### src/rtl/muntjac_pkg.sv
// Shared definitions for the Muntjac instruction-fetch blocks.
package muntjac_pkg;

  // Reason attached to each fetch request by the frontend.
  typedef enum logic [3:0] {
    IF_PREFETCH     = 4'h0,
    IF_MISPREDICT   = 4'h1,
    IF_PROT_CHANGED = 4'h2,
    IF_SATP_CHANGED = 4'h3,
    IF_FENCE_I      = 4'h4
  } if_reason_e;

  // satp/atp MODE field value meaning "no translation".
  localparam logic [3:0] ATP_MODE_BARE = 4'd0;

  // Line-buffer controller states.
  typedef enum logic [2:0] {
    IDLE,
    HIT,
    FAULT,
    MREQ,
    MWAIT,
    MRESP
  } ifetch_lb_state_e;

endpackage

### src/rtl/muntjac_ifetch_linebuf_store.sv
// Single-line instruction store: beat-wide data array, tag and valid bit,
// with a 32-bit word read mux and a tag-match lookup.
module muntjac_ifetch_linebuf_store #(
  parameter int unsigned LineBeatsLog2 = 2,
  parameter int unsigned PhysAddrWidth = 56
) (
  input  logic                                   clk_i,
  input  logic                                   rst_i,
  // Beat write port used during refill.
  input  logic                                   wr_en_i,
  input  logic [LineBeatsLog2-1:0]               wr_idx_i,
  input  logic [63:0]                            wr_data_i,
  // Tag/valid update at the end of a refill.
  input  logic                                   tag_wr_en_i,
  input  logic [PhysAddrWidth-LineBeatsLog2-4:0] tag_i,
  input  logic                                   valid_i,
  // Invalidate takes priority over a tag update.
  input  logic                                   inv_i,
  // Lookup and word read.
  input  logic [PhysAddrWidth-LineBeatsLog2-4:0] lookup_tag_i,
  output logic                                   hit_o,
  input  logic [LineBeatsLog2:0]                 rd_word_i,
  output logic [31:0]                            rd_word_o
);

  logic [63:0]                            r_data [0:(1 << LineBeatsLog2)-1];
  logic [PhysAddrWidth-LineBeatsLog2-4:0] r_tag;
  logic                                   r_valid;
  logic [63:0]                            w_beat;

  // Line data has no reset; it is only read once the valid bit says so.
  always_ff @(posedge clk_i) begin
    if (wr_en_i) r_data[wr_idx_i] <= wr_data_i;
  end

  // Tag and valid bit; invalidation wins over a simultaneous update.
  always_ff @(posedge clk_i or posedge rst_i) begin
    if (rst_i) begin
      r_valid <= 1'b0;
      r_tag   <= '0;
    end else if (inv_i) begin
      r_valid <= 1'b0;
    end else if (tag_wr_en_i) begin
      r_valid <= valid_i;
      r_tag   <= tag_i;
    end
  end

  // Word mux: upper index bits pick the beat, bit 0 picks the half.
  always_comb begin
    w_beat    = r_data[rd_word_i[LineBeatsLog2:1]];
    rd_word_o = rd_word_i[0] ? w_beat[63:32] : w_beat[31:0];
    hit_o     = r_valid && (r_tag == lookup_tag_i);
  end

endmodule

### src/rtl/muntjac_ifetch_linebuf.sv
// Minimal non-paging instruction cache: one line buffer refilled by a burst
// read. Serves one request at a time and answers each with exactly one
// resp_valid_o pulse.
//
// Handshakes: req_valid_i and resp_valid_o are single-cycle strobes with no
// back-pressure; mem_req_valid_o is held with a stable address until it is
// seen together with mem_req_ready_i on a rising edge; mem_resp_valid_i marks
// one 64-bit beat per cycle, in ascending address order, and is only legal
// while a refill is in progress.
module muntjac_ifetch_linebuf
  import muntjac_pkg::*;
#(
  parameter int unsigned LineBeatsLog2 = 2,
  parameter int unsigned PhysAddrWidth = 56
) (
  input  logic                     clk_i,
  input  logic                     rst_i,
  input  logic                     req_valid_i,
  input  logic [63:0]              req_pc_i,
  input  logic [3:0]               req_reason_i,
  input  logic [63:0]              req_atp_i,
  input  logic                     req_prv_i,
  input  logic                     req_sum_i,
  output logic                     resp_valid_o,
  output logic [31:0]              resp_instr_o,
  output logic                     resp_exception_o,
  output logic                     mem_req_valid_o,
  input  logic                     mem_req_ready_i,
  output logic [PhysAddrWidth-1:0] mem_req_addr_o,
  input  logic                     mem_resp_valid_i,
  input  logic [63:0]              mem_resp_data_i,
  input  logic                     mem_resp_error_i,
  output ifetch_lb_state_e         dbg_state_o
);

  localparam int unsigned LB = LineBeatsLog2;
  localparam int unsigned PA = PhysAddrWidth;

  ifetch_lb_state_e  r_state;
  logic              r_resp_valid;
  logic [31:0]       r_resp_instr;
  logic              r_resp_exc;
  logic              r_mem_req_valid;
  logic [PA-1:0]     r_mem_addr;
  logic [PA-LB-4:0]  r_tag;
  logic [LB:0]       r_word;
  logic [LB-1:0]     r_cnt;
  logic              r_err;

  logic              w_accept;
  logic              w_fence;
  logic              w_bare;
  logic              w_store_hit;
  logic              w_hit;
  logic              w_inv;
  logic              w_beat_we;
  logic              w_last_beat;
  logic              w_err_acc;
  logic [LB:0]       w_rd_idx;
  logic [31:0]       w_rd_word;
  logic [31:0]       w_fwd_word;
  logic [31:0]       w_fill_word;
  logic              w_unused;

  // Privilege, SUM and the non-mode atp bits play no part in a bare fetch.
  assign w_unused = ^{req_prv_i, req_sum_i, req_atp_i[59:0],
                      req_pc_i[63:PA], req_pc_i[1:0]};

  // Request decode and lookup; a FENCE_I never hits because the line is
  // invalidated on the same edge the request is accepted.
  always_comb begin
    w_accept    = (r_state == IDLE) && req_valid_i;
    w_fence     = (req_reason_i == IF_FENCE_I);
    w_bare      = (req_atp_i[63:60] == ATP_MODE_BARE);
    w_hit       = w_store_hit && !w_fence;
    w_inv       = w_accept && (w_fence || (w_bare && !w_hit));
    w_beat_we   = (r_state == MWAIT) && mem_resp_valid_i;
    w_last_beat = (r_cnt == '1);
    w_err_acc   = r_err | mem_resp_error_i;
    w_rd_idx    = (r_state == IDLE) ? req_pc_i[LB+2:2] : r_word;
    // The final beat is still on the bus when the response is registered,
    // so forward it if it holds the requested word.
    w_fwd_word  = r_word[0] ? mem_resp_data_i[63:32] : mem_resp_data_i[31:0];
    w_fill_word = (r_word[LB:1] == r_cnt) ? w_fwd_word : w_rd_word;
  end

  muntjac_ifetch_linebuf_store #(
    .LineBeatsLog2 (LB),
    .PhysAddrWidth (PA)
  ) u_store (
    .clk_i        (clk_i),
    .rst_i        (rst_i),
    .wr_en_i      (w_beat_we),
    .wr_idx_i     (r_cnt),
    .wr_data_i    (mem_resp_data_i),
    .tag_wr_en_i  (r_state == MRESP),
    .tag_i        (r_tag),
    .valid_i      (!r_err),
    .inv_i        (w_inv),
    .lookup_tag_i (req_pc_i[PA-1:LB+3]),
    .hit_o        (w_store_hit),
    .rd_word_i    (w_rd_idx),
    .rd_word_o    (w_rd_word)
  );

  // Controller FSM; response and memory-request outputs are registered so
  // that resp_valid_o is high exactly while in HIT, FAULT or MRESP.
  always_ff @(posedge clk_i or posedge rst_i) begin
    if (rst_i) begin
      r_state         <= IDLE;
      r_resp_valid    <= 1'b0;
      r_resp_instr    <= '0;
      r_resp_exc      <= 1'b0;
      r_mem_req_valid <= 1'b0;
      r_mem_addr      <= '0;
      r_tag           <= '0;
      r_word          <= '0;
      r_cnt           <= '0;
      r_err           <= 1'b0;
    end else begin
      r_resp_valid <= 1'b0;
      case (r_state)
        IDLE: begin
          if (req_valid_i) begin
            r_word <= req_pc_i[LB+2:2];
            if (!w_bare) begin
              r_state      <= FAULT;
              r_resp_valid <= 1'b1;
              r_resp_exc   <= 1'b1;
              r_resp_instr <= '0;
            end else if (w_hit) begin
              r_state      <= HIT;
              r_resp_valid <= 1'b1;
              r_resp_exc   <= 1'b0;
              r_resp_instr <= w_rd_word;
            end else begin
              r_state         <= MREQ;
              r_mem_req_valid <= 1'b1;
              r_mem_addr      <= {req_pc_i[PA-1:LB+3], {(LB+3){1'b0}}};
              r_tag           <= req_pc_i[PA-1:LB+3];
            end
          end
        end
        HIT, FAULT: begin
          r_state <= IDLE;
        end
        MREQ: begin
          if (mem_req_ready_i) begin
            r_mem_req_valid <= 1'b0;
            r_cnt           <= '0;
            r_err           <= 1'b0;
            r_state         <= MWAIT;
          end
        end
        MWAIT: begin
          if (mem_resp_valid_i) begin
            r_cnt <= r_cnt + LB'(1);
            r_err <= w_err_acc;
            if (w_last_beat) begin
              r_state      <= MRESP;
              r_resp_valid <= 1'b1;
              r_resp_exc   <= w_err_acc;
              r_resp_instr <= w_err_acc ? 32'h0 : w_fill_word;
            end
          end
        end
        MRESP: begin
          r_state <= IDLE;
        end
        default: begin
          r_state <= IDLE;
        end
      endcase
    end
  end

  assign resp_valid_o     = r_resp_valid;
  assign resp_instr_o     = r_resp_instr;
  assign resp_exception_o = r_resp_exc;
  assign mem_req_valid_o  = r_mem_req_valid;
  assign mem_req_addr_o   = r_mem_addr;
  assign dbg_state_o      = r_state;

  // Protocol checks: one request at a time, beats only during a refill.
  a_req_only_idle: assert property (@(posedge clk_i) disable iff (rst_i)
    req_valid_i |-> (r_state == IDLE));
  a_beat_only_mwait: assert property (@(posedge clk_i) disable iff (rst_i)
    mem_resp_valid_i |-> (r_state == MWAIT));
  a_prv_known: assert property (@(posedge clk_i) disable iff (rst_i)
    req_valid_i |-> !$isunknown(req_prv_i));

endmodule

### config.mk
export PLATFORM = sky130hd
export DESIGN_NAME = muntjac_ifetch_linebuf
export DESIGN_NICKNAME = d
export VERILOG_FILES = /design/src/rtl/muntjac_pkg.sv /design/src/rtl/muntjac_ifetch_linebuf_store.sv /design/src/rtl/muntjac_ifetch_linebuf.sv
export SDC_FILE = /design/constraint.sdc
export NUM_CORES = 1
export LEC_CHECK = 0
export ABC_AREA = 1
export CORE_ASPECT_RATIO = 1.2
export CORE_MARGIN = 2
export CORE_UTILIZATION = 40
export DETAILED_ROUTE_END_ITERATION = 8
export PLACE_DENSITY = 0.69
export SETUP_SLACK_MARGIN = 0.3
export SYNTH_ARGS = -nofsm -noshare
export SYNTH_HDL_FRONTEND = slang
export SYNTH_SLANG_ARGS = --single-unit
### constraint.sdc
create_clock -name clk_i -period 4.95 [get_ports clk_i]
set_input_delay 0.7425 -clock clk_i [delete_from_list [all_inputs] [get_ports clk_i]]
set_output_delay 0.7425 -clock clk_i [all_outputs]
set_load 0.01 [all_outputs]
[Word level (Yosys, flattened, before mapping)]
Memories as Yosys holds them, arrays and structs flattened.
Cells that the tools add are included.
Word-level totals
  register bits: 147
  RAM bits: 256
  input bits: 204
  output and inout port bits: 94
  word-level logic and storage cells: 97
  memories: 1
Operators by class
  $add $sub $neg: 1
  equal/unequal tests: 14
  multiplexer cells: 44
  bitwise gates (word level): 3
  reductions and logical operators: 23
Memories
  u_store.r_data: depth 4, width 64, rd ports 1, clocked after memory_dff 0, wr ports 1, line muntjac_ifetch_linebuf_store.sv:26  | logic [63:0] r_data [0:(1 << LineBeatsLog2)-1];
Operator list (count)
  32-bit two-way mux: 9
  32-bit case mux with 2 select lines: 1
  51-bit == test: 1
  1-bit two-way mux: 19
  3-bit two-way mux: 5
  2-bit != test, second input constant: 6
  5-bit AND reduction: 2
  3-bit case mux with 3 select lines: 1
  2-bit two-way mux: 4
  1-bit case mux with 2 select lines: 4
  4-bit AND reduction: 2
  2-bit nonzero test: 4
  3-bit == test, second input constant: 2
  1-bit logical AND: 6
  4-bit by 3-bit == test with 1-bit output, second input constant: 1
  4-bit logical NOT: 1
  2-bit case mux with 2 select lines: 1
  2-bit AND reduction: 2
  3-bit by 2-bit == test with 1-bit output, second input constant: 1
  1-bit logical NOT: 3
  3-bit logical NOT: 1
  3-bit != test, second input constant: 1
  3-bit AND reduction: 1
  2-bit by 1-bit adder with 2-bit output, second input constant: 1
  5 further kinds: 6

[Logic depth before layout (Yosys ltp)]
  depth in word-level cells: 9
  mapped depth: 15
  depth with buffers taken out: 14

[By module]
From an unflattened synthesis, not the netlist that was laid out.
Second synthesis, totals
  cell total of the unflattened synthesis: 1937
  area total of the unflattened synthesis: 18353.9 sq um
By module, submodules not included
  muntjac_ifetch_linebuf_store: times used 1, cells an instance 1109, area an instance 12796.0 sq um, sequential area each 8988.6 sq um
  muntjac_ifetch_linebuf: times used 1, cells an instance 828, area an instance 5557.8 sq um, sequential area each 2377.3 sq um

[Worst setup path before layout]
Ideal clock, no wire load.
  kind: register -> register
  start point: register r_state[1] (netlist: dbg_state_o[1])
  end point: memory u_store.r_data[0][0] (enable)
  library setup time: 0.487 ns
  data arrival time: 3.644 ns
  required time: 4.463 ns
  slack: 0.819 ns
  stages on the path, launching flop included: 8
  path buffers: 0
  period minus slack after synthesis: 4.131 ns
  cell sequence: dfrtp_1 -> inv_2 -> nand2_2 -> nor2_4 -> inv_2 -> nor2_2 -> inv_2 -> nor2_1
On the way
  cells in the longest elaborated chain, start to end: 4
RTL lines
  from (decl): line muntjac_ifetch_linebuf.sv:39  | ifetch_lb_state_e r_state;
  from (signal assigned): line muntjac_ifetch_linebuf.sv:110  | r_state <= IDLE;
  from (signal assigned): line muntjac_ifetch_linebuf.sv:127  | r_state <= FAULT;
  from (signal assigned): line muntjac_ifetch_linebuf.sv:132  | r_state <= HIT;
  3-bit == test: line muntjac_ifetch_linebuf.sv:77  | w_beat_we = (r_state == MWAIT) && mem_resp_valid_i;
  1-bit logical AND: line muntjac_ifetch_linebuf.sv:77
  1-bit two-way mux: line muntjac_ifetch_linebuf_store.sv:33  | if (wr_en_i) r_data[wr_idx_i] <= wr_data_i;
  1-bit two-way mux (not written as such): line muntjac_ifetch_linebuf_store.sv:33
  to (decl): line muntjac_ifetch_linebuf_store.sv:26
No other way between the ends.

[Worst setup path after layout]
  start point: input req_pc_i[47]
  end point: register r_resp_instr[6] (netlist: resp_instr_o[6])
On the way
  cells in the longest elaborated chain, start to end: 5
RTL lines
  from (decl): line muntjac_ifetch_linebuf.sv:19  | input logic [63:0] req_pc_i,
  51-bit == test: line muntjac_ifetch_linebuf_store.sv:53  | hit_o = r_valid && (r_tag == lookup_tag_i);
  1-bit logical AND: line muntjac_ifetch_linebuf_store.sv:53
  1-bit logical AND: line muntjac_ifetch_linebuf.sv:75  | w_hit = w_store_hit && !w_fence;
  3-bit != test (no line)
  5-bit AND reduction (no line)
  to (signal assigned): line muntjac_ifetch_linebuf.sv:135  | r_resp_instr <= w_rd_word;
  to (signal assigned): line muntjac_ifetch_linebuf.sv:163  | r_resp_instr <= w_err_acc ? 32'h0 : w_fill_word;
  to (decl): line muntjac_ifetch_linebuf.sv:41  | logic [31:0] r_resp_instr;
No other way between the ends.
A chain may end at the register's enable or synchronous reset.

==> flow_summary_export.csv <==
group,metric,value,unit
worst_setup_path,crit_chain,"clkdlybuf4s50_1 -> nand2_1 -> inv_1 -> nor2_1 -> nor2_1 -> nand2_1 -> nor2_1 -> nand2_1 -> nor2_1 -> nand2_2 -> nand2_2 -> nand2_4 -> nand2_4 -> nand3_1 -> nand2_1",
global_routing,antenna_found_initial,7,
global_routing,grt-ovfl-total,0,
cells_and_area,drive_gt1_frac,0.0798,
worst_setup_path,worst_setup_path_end_kind,"flip-flop",
power,p_leak,8.88,nW
worst_setup_path,worstSetupPathDepth,15,
power,pwr-share-seq,0.436,
logic_synthesis,yosysWarningCount,0,
cells_and_area,area_growth,23.3,%
route,drt_drc_violations_left,0,
worst_setup_path,slowest_delay,540,ps
clocking,htree_levels,2,
power,netSwitchingFraction,0.283,
route,wl_per_cell,18.7,um
clocking,cts_resized,0,
power,p_clk_frac,0.358,
sta,tns,0,ps
clocking,post_cts_buffers,0,
clocking,clock-root-buffer,"clkbuf_16",
logic_synthesis,synthAdderAreaFrac,0.00285,
worst_setup_path,crit_arrival,3440,ps
logic_synthesis,ys_types,34,
logic_synthesis,yosys.area_share.simple,0.239,
logic_synthesis,synth-xor-area-share,0.00548,
sta,report.final.slew_viol_count,0,
placed_design,hpwlAfterDp,28.9,mm
sta,maxClockFrequency,339,MHz
clocking,clk_latency,550,ps
worst_setup_path,timing.critical_path.buf_inv,2,
die,io_pins,298,
global_routing,grt_max_degree,85,
route,via_count,13232,
logic_synthesis,synth_top_family_by_area,"simple AND/OR/NAND/NOR gates",
placed_design,dp.cells,2472,
route,firstDrtPassIters,5,
sta,min_period_over_period,0.596,
die,die_w,195,um
clocking,cts-hold-fix-buffers,0,
cells_and_area,n_fill_cell,3879,
sta,fin_skew,20.9,ps
worst_setup_path,cp-start-kind,"primary input",
sta,setup_viol,0,
sta,max_slew_margin,0.289,
clocking,cts_buffer_depth,3,
placed_design,gp_congestion,0.834,
run,cap_violations,0,
worst_setup_path,cp_slowest_cell,"nand2_4",
sta,fin_crit,2950,ps
worst_setup_path,crit_type,"primary input to flip-flop",
route,drt-total-wl,47.8,mm
worst_setup_path,ff2ff_path_depth,11,
power,vdd_drop_max,0.282,mV
placed_design,io_buffers,220,
sta,finalHoldViolCount,0,
clocking,cts_tree,"done",
die,rows,84,
clocking,cts_buffers,43,
power,p_int,0.00648,W
clocking,cts.sinks,403,
logic_synthesis,ys_seq_elements,403,
logic_synthesis,seq_area_frac_synth,0.646,
logic_synthesis,synth_top_area_cell,"edfxtp_1",
route,drtIter0Drc,926,
status,status,"finished clean",
logic_synthesis,netlist_instances,1763,
cells_and_area,fin_nets,2166,
route,ant_nets,0,
route,via_per_inst,5.18,
logic_synthesis,syn-cell-area,0.0176,mm^2
logic_synthesis,synth.avg_cell_area,9.98,um^2
cells_and_area,fin_cells,2553,
power,power_density,417,mW/mm^2
hold_path,worst_hold_path_type,"primary input to asynchronous set/reset pin",
power,comb_power_share,0.206,
global_routing,grt_pass1_wl,74.1,mm
logic_synthesis,synth.area.top_cells,"edfxtp_1 (44%), dfrtp_1 (21%), nand2_1 (12%), nand3_1 (8.0%), o21ai_0 (2.8%)",
worst_setup_path,critPathMaxFanout,34,
sta,rsz0062_at_grt,"no",
global_routing,grt_pass1_vias,13370,
die,die-area,0.0457,mm^2
sta,tightest_slew,1070,ps
worst_setup_path,crit_required,5440,ps
die,start_util,0.403,
die,dieHeight,234,um
power,switchingPower,0.00256,W
logic_synthesis,synth.top_cell.area_share,0.437,
logic_synthesis,synth.area.mux_share,0,
die,core_region_area,0.0436,mm^2
logic_synthesis,synth_compound_area_frac,0.0496,
global_routing,grt_use_total,0.211,
worst_setup_path,cp_top_family,"simple AND/OR/NAND/NOR gates",
clocking,path_clk_slew,60,ps
state kept, by name, indices dropped and copies added, names as in the netlist:
signal and cells:
u_store.r_data 256, r_tag 51, u_store.r_tag 51, resp_instr_o 32, dbg_state_o 3, r_word 3, r_cnt 2, mem_req_valid_o 1
r_err 1, resp_exception_o 1, resp_valid_o 1, u_store.r_valid 1
metrics by stage:
step / setup WS, ps / hold slack, ps / area [um^2] / power, W / utilization
detailed placement: 1430 / 481 / 20200 / 0.00587 / 0.464
finish: 2000 / 495 / 21700 / 0.00904 / 0.497
floorplan: 819 / 456 / 17600 / 0.00506 / -
global route: 1850 / 484 / 21700 / 0.00947 / 0.497
global placement: 1440 / 472 / 20200 / 0.00581 / 0.464
CTS: 1990 / 478 / 21700 / 0.00912 / 0.497
power by group through the flow:
stage	Sequential [W]	Clock (W)	Combinational, W
6_report	0.00394	0.00324	0.00186
5_1_grt	0.00396	0.00345	0.00206
4_1_cts	0.00394	0.00331	0.00188
3_5_place_dp	0.00400	0	0.00187
3_3_place_gp	0.00399	0	0.00182
2_1_floorplan	0.00405	0	0.00101
synthesized netlist by cell type, drive strengths merged:
cell	instances
a21oi	19
conb	1
o21ai	121
nand3	282
buf	71
nand2	592
xnor2	11
nand4	2
or2	36
o21a	1
ha	4
dfrtp	147
edfxtp	256
nor3	2
nor2	58
a2bb2oi	1
inv	115
clkbuf	24
o31ai	1
nor4	1
o211ai	17
a41oi	1
per-layer routing:
metal  up-vias  track usage  share of wire
met5         -            0         0.0017
met4        12       0.0713          0.026
met3        90       0.0628          0.087
met2       503        0.372           0.50
met1      6365        0.247           0.39
li1       6262            -              -
final cells by class:
cell class,instances,area [um^2],share of cell area
tap,559,699,0.0323
antenna,1,2.50,0.000115
multi-input combinational,1154,5290,0.244
sequential,403,11400,0.524
inverter,115,435,0.0201
timing repair buffer,241,2450,0.113
clock buffer,60,1250,0.0578
clock inverter,20,193,0.00888
logic make-up after synthesis:
kind of cell    after synthesis
fa+ha+maj                     4
buf+inv                     210
flops                       403
simple gates                973
compound gates              161
xor+xnor                     11
other cells                   1
cell usage in the layout (no fill, tap or decap), types with 2 or more instances in the layout:
cell type,count
inv_1,103
edfxtp_1,256
o21ai_0,100
nand2_4,5
inv_2,10
nand3_1,281
clkbuf_1,8
conb_1,5
o21ai_1,18
ha_1,4
clkbuf_8,7
clkinv_1,7
xnor2_1,11
clkinvlp_4,2
buf_4,14
dfrtp_1,147
a21oi_1,19
nor2_1,48
clkinv_4,2
nand2_1,583
o21ai_2,2
or2_2,36
o211ai_1,17
nand2_2,4
clkdlybuf4s50_1,220
nor2_4,6
buf_12,7
bufinv_16,3
clkinv_2,6
nor2_2,4
nand4_1,2
clkbuf_16,45
path summary, 6_finish.rpt:
| kind | end | start | slack [ps] |
|---|---|---|---|
| worst max register to register | resp_instr_o[20] | dbg_state_o[1] | 2170 |
| worst min register to register | u_store.r_tag[19] | u_store.r_tag[19] | 500 |
| min in group clk_i | u_store.r_tag[19] | u_store.r_tag[19] | 500 |
| worst max-delay path | resp_instr_o[6] | req_pc_i[47] | 2000 |
| max in group asynchronous | r_tag[49] | rst_i | 3710 |
| worst min-delay path | u_store.r_tag[16] | rst_i | 500 |
(Power assumes the default switching activity.)
